File: src/rtl/bcd_time_counter.sv
// HH:MM:SS BCD time-of-day counter with prescaled tick and set handshake.
// Optional 12-hour mode with pm indicator: define TIME_12H_EN.
module bcd_time_counter #(
  parameter int unsigned TICK_DIV = 1
) (
  input  logic        clk,
  input  logic        rst_n,
  input  logic        tick_in,
  input  logic        set_valid,
  output logic        set_ready,
  input  logic [23:0] set_time,
  output logic [23:0] time_bcd,
  output logic        sec_wrap,
  output logic        min_wrap,
  output logic        day_wrap,
  output logic        set_err,
  output logic        pm
);

`ifdef TIME_12H_EN
  localparam logic [23:0] RST_TIME = 24'h120000;
`else
  localparam logic [23:0] RST_TIME = 24'h000000;
`endif
  localparam logic [7:0] DIV_M1 = 8'(TICK_DIV - 1);

  logic [7:0]  presc;
  logic [23:0] time_n;
  logic [3:0]  ss_u, ss_t, mm_u, mm_t, hh_u, hh_t;
  logic [3:0]  s0, s1, s2, s3, s4, s5;
  logic        accept, legal, adv;
  logic        p0, p1, p2, p3, p4;
  logic        c0, c1, c2, c3, c4, c5;
  logic        hh_last, day_end, pm_q;

  assign {hh_t, hh_u, mm_t, mm_u, ss_t, ss_u} = time_bcd;
  assign {s5, s4, s3, s2, s1, s0} = set_time;

  assign accept = set_valid & set_ready;
  assign adv = tick_in & ~accept & (presc == DIV_M1);

`ifdef TIME_12H_EN
  assign hh_last = (hh_t == 4'd1) & (hh_u == 4'd2);
  assign day_end = (hh_t == 4'd1) & (hh_u == 4'd1) & pm_q;
  assign legal = (s0 <= 4'd9) & (s1 <= 4'd5)
               & (s2 <= 4'd9) & (s3 <= 4'd5)
               & (s4 <= 4'd9) & (s5 <= 4'd1)
               & ~((s5 == 4'd0) & (s4 == 4'd0))
               & ~((s5 == 4'd1) & (s4 > 4'd2));
`else
  assign hh_last = (hh_t == 4'd2) & (hh_u == 4'd3);
  assign day_end = hh_last;
  assign legal = (s0 <= 4'd9) & (s1 <= 4'd5)
               & (s2 <= 4'd9) & (s3 <= 4'd5)
               & (s4 <= 4'd9) & (s5 <= 4'd2)
               & ~((s5 == 4'd2) & (s4 > 4'd3));
`endif

  assign p0 = ss_u == 4'd9;
  assign p1 = ss_t == 4'd5;
  assign p2 = mm_u == 4'd9;
  assign p3 = mm_t == 4'd5;
  assign p4 = (hh_u == 4'd9) | hh_last;

  // Flat lookahead carries: G=0, Cin=adv
  assign c0 = adv;
  assign c1 = adv & p0;
  assign c2 = adv & p0 & p1;
  assign c3 = adv & p0 & p1 & p2;
  assign c4 = adv & p0 & p1 & p2 & p3;
  assign c5 = adv & p0 & p1 & p2 & p3 & p4;

  always_comb begin
    time_n = time_bcd;
    if (c0) time_n[3:0]   = p0 ? 4'd0 : ss_u + 4'd1;
    if (c1) time_n[7:4]   = p1 ? 4'd0 : ss_t + 4'd1;
    if (c2) time_n[11:8]  = p2 ? 4'd0 : mm_u + 4'd1;
    if (c3) time_n[15:12] = p3 ? 4'd0 : mm_t + 4'd1;
    if (c4) begin
      if (hh_last) begin
`ifdef TIME_12H_EN
        time_n[23:16] = 8'h01;
`else
        time_n[23:16] = 8'h00;
`endif
      end else begin
        time_n[19:16] = p4 ? 4'd0 : hh_u + 4'd1;
        if (c5) time_n[23:20] = hh_t + 4'd1;
      end
    end
  end

  always_ff @(posedge clk or negedge rst_n) begin
    if (!rst_n) begin
      time_bcd  <= RST_TIME;
      presc     <= 8'd0;
      set_ready <= 1'b1;
      set_err   <= 1'b0;
      sec_wrap  <= 1'b0;
      min_wrap  <= 1'b0;
      day_wrap  <= 1'b0;
    end else begin
      set_ready <= ~accept;
      set_err   <= accept & ~legal;
      sec_wrap  <= c2;
      min_wrap  <= c4;
      day_wrap  <= c4 & day_end;
      if (accept) begin
        if (legal) begin
          time_bcd <= set_time;
          presc    <= 8'd0;
        end
      end else if (tick_in) begin
        presc    <= adv ? 8'd0 : presc + 8'd1;
        time_bcd <= time_n;
      end
    end
  end

`ifdef TIME_12H_EN
  // pm flips when 11:59:59 rolls into 12:00:00
  always_ff @(posedge clk or negedge rst_n) begin
    if (!rst_n)
      pm_q <= 1'b0;
    else if (c4 & (hh_t == 4'd1) & (hh_u == 4'd1))
      pm_q <= ~pm_q;
  end
  assign pm = pm_q;
`else
  assign pm_q = 1'b0;
  assign pm = pm_q;
`endif

endmodule

File: config.mk
export PLATFORM = sky130hd
export DESIGN_NAME = bcd_time_counter
export DESIGN_NICKNAME = d
export VERILOG_FILES = /design/src/rtl/bcd_time_counter.sv
export SDC_FILE = /design/constraint.sdc
export NUM_CORES = 1
export LEC_CHECK = 0
export ABC_AREA = 1
export CAP_MARGIN = 20
export CORE_MARGIN = 2
export CORE_UTILIZATION = 50
export CTS_CLUSTER_SIZE = 16
export DETAILED_ROUTE_END_ITERATION = 6
export PLACE_DENSITY = 0.81
export REMOVE_ABC_BUFFERS = 1
export SETUP_SLACK_MARGIN = 0.15
export SLEW_MARGIN = 20
export SYNTH_ARGS = -nofsm -noshare
export SYNTH_HDL_FRONTEND = slang
export SYNTH_SLANG_ARGS = --single-unit
File: constraint.sdc
create_clock -name clk -period 2.1 [get_ports clk]
set_input_delay 0.42 -clock clk [delete_from_list [all_inputs] [get_ports clk]]
set_output_delay 0.42 -clock clk [all_outputs]
set_load 0.005 [all_outputs]
==> impl_results.md <==
- Outcome: finished clean
- Largest net degree at the start of global routing: 31
- Nets: 447
- Sequential share of the synthesized area: 38.7%
- Post-DRT Antenna Nets: 0
- Gate power share: 43.7%
- Maximum VDD drop: 0.000514 V
- Sw power: 1.21 mW
- Cells after synthesis: 349
- DRT iter0 DRCs: 266
- Worst path required time: 2.29 ns
- Synth Flop Type: dfrtp_1
- Max cap viols: 0
- H-tree levels: 2
- Reg-to-reg endpoint: time_bcd[16]
- Endpoints failing hold: 0
- Total CTS buffers: 5
- Vias in the first global route: 2,212
- Die Y: 73.2 um
- DR vias/cell: 5.30
- RSZ-0062 raised after global routing: true
- DRC viols: 0
- # rows: 25
- Clk Tree Root Cell: clkbuf_8
- Clock power frac: 16.1%
- Routed WL: 6140 um
- Register share of total power: 40.1%
- Critical path class: in -> reg
- Final Skew: 0.00922 ns
- Chip Width: 73.2 um
- Multi-input logic area: 0.00128 mm^2
- Fmax: 554 MHz
- Final std cells w/o fill: 468
- Synthesized area: 0.00239 mm^2
- Antenna violations before repair: 0
- Synth top area cells: dfrtp_1 (38%), nand2_1 (17%), nand3_1 (7.5%)
- Fin. max-slew vios: 0
- Asr flop ratio synth: 100%
- P_leak: 1.59 nW
- Mean Syn Cell Area: 6.86 um^2
- Reg-to-reg slack, setup: 0.35 ns
- Clock latency on the worst-skew pair: 0.30 ns
- CTS tree: done
- Starting density of the core: 51.4%
- First-pass GRT wire length: 10,200 um
- Number of synthesized flops with an enable pin: 0
- Core area: 0.00466 mm^2
- Final HPWL DP: 4550 um
- Number of antenna diodes: 0
- Clock transition at path regs: 0.08 ns
- WHS: 0.0638 ns
- Placed instance count: 460
- Post-synth top area cell: dfrtp_1
- Clock sinks: 37
- FF-to-FF path depth: 11
- Finished Core Util: 67.9%
- Flops & latches, synth: 37
- Crit-path max FO: 13
- Design Area, Final: 0.00316 mm^2
- Pwr Density: 972 mW/mm^2
- Critical Path Sink Type: register
- Worst setup SP type: input pin
- Path category of the worst min-delay check: in -> async
- Worst Setup EP: time_bcd[13]
- Crit path DAT: 2.00 ns
- Final setup violation count: 0
- Die ar.: 0.00536 mm^2
- DR vias: 2,481
- Yosys warnings: 0
- Placed inst area: 0.00307 mm^2
- Final WS setup: 0.295 ns
- Post-layout minimum cycle time: 1.81 ns
- Number of I/O pins: 58
- Register Area: 927 um^2
- Synth unique cells: 29
- First drt pass iteration count: 4
- Routability congestion estimate: 0.925
- Fillers: 404
- Post-DR wirelength/cell: 13.1 um
- Overflow left after global routing: 0
- TNS Setup: 0 ns
- Internal power: 1.87 mW
- Dpl ws: -0.0151 ns
- Area Overhead vs Synth: 32.1%
- Final Power: 3.08 mW
- R2R Path Start: presc[0]
- Layout cell share with drive strength beyond 1: 6.04%
- Period Utilization, post-route: 86.0%
- Top-area cell type share of the netlist area: 37.6%
- Setup Fix Bufs, Post-CTS: 0
- Crit path from: set_time[5]
- Sw Share: 39.3%
- Number of port buffers: 56
- GRT Total Usage: 24.6%
- Clk buf depth: 2
## routing by layer
metal | global-route usage, % | up-vias | routed length [um]
li1 | - | 1251 | -
met2 | 38.8 | 71 | 2940
met3 | 4.42 | 10 | 252
met5 | 0 | - | 0
met1 | 33.6 | 1149 | 2830
met4 | 8.85 | 0 | 112
## flip-flops by register name, indices dropped and copies added, names as in the netlist
signal,count
set_ready,1
day_wrap,1
set_err,1
time_bcd,24
min_wrap,1
presc,8
sec_wrap,1
## final cells by class
| type | count | share of cell area (%) |
|---|---|---|
| Multi-Input combinational cell | 264 | 40.6 |
| Sequential cell | 37 | 29.3 |
| Timing Repair Buffer | 67 | 21.0 |
| Inverter | 38 | 4.51 |
| Clock buffer | 8 | 2.53 |
| Tap cell | 54 | 2.14 |
## cells in the final DEF (no fill, tap or decap), types with 2 or more instances in the layout
| master | count |
|---|---|
| nand2_1 | 108 |
| clkdlybuf4s50_1 | 55 |
| inv_1 | 38 |
| dfrtp_1 | 36 |
| nor2_1 | 35 |
| nand3_1 | 35 |
| o21ai_0 | 31 |
| nand4_1 | 11 |
| buf_4 | 9 |
| a21oi_1 | 6 |
| xor2_1 | 6 |
| ha_1 | 6 |
| clkbuf_8 | 5 |
| o21ai_1 | 4 |
| nand2_2 | 3 |
| nand3b_1 | 3 |
| clkbuf_1 | 3 |
| nand3_2 | 2 |
| nor3_1 | 2 |
| nor3b_1 | 2 |
| buf_12 | 2 |
## cell usage after synthesis (2+ instances only)
library cell    n
dfrtp_1        36
nor2_1         35
o21ai_0        31
ha_1            6
buf_2           8
inv_1          38
a21oi_1         6
nor3b_1         2
o21ai_1         4
nand3_1        36
nand4_1        11
nor3_1          2
nand2_1       108
xor2_1          6
nand2_2         4
nand3b_1        3
## worst min-delay path by stage
stage	depth (start not counted)	to	startpoint
2_1_floorplan	0	day_wrap	rst_n
3_3_place_gp	1	time_bcd[4]	rst_n
3_5_place_dp	1	time_bcd[4]	rst_n
4_1_cts	1	time_bcd[4]	rst_n
5_1_grt	1	time_bcd[7]	rst_n
6_report	1	time_bcd[4]	rst_n
## worst max-delay path, cell delays in order
cell and delay (ns):
clkdlybuf4s50_1 0.46, nand2_1 0.11, nand2_1 0.05, nor2_1 0.08, nand2_1 0.12, o21ai_4 0.21, buf_4 0.23, nand3_1 0.15
nand2_1 0.10, nand2_1 0.05
## power by group through the flow
stage	registers, mW	clock network, mW	logic, mW
after floorplan	1.18	0	0.713
after global placement	1.23	0	1.30
after detailed placement	1.23	0	1.34
after CTS	1.22	0.503	1.35
after global routing	1.27	0.531	1.53
final	1.23	0.495	1.35
## kinds of logic (layout without fill, tap and decap cells)
logic type,count (synthesis),in the layout,share of synthesized area (%)
xor+xnor,7,7,2.56
simple gates,202,202,36.3
flops,37,37,38.7
buf+inv,48,113,8.10
other cells,1,1,0.157
compound gates,48,48,11.1
fa+ha+maj,6,6,3.13
## repair_timing
item	4_1_cts	5_1_grt
resized for setup	0	2
hold buffers	0	0
setup endpoints to repair	0	4
hold endpoints to repair	0	0
Note: power is estimated with default switching activity, not from simulation.
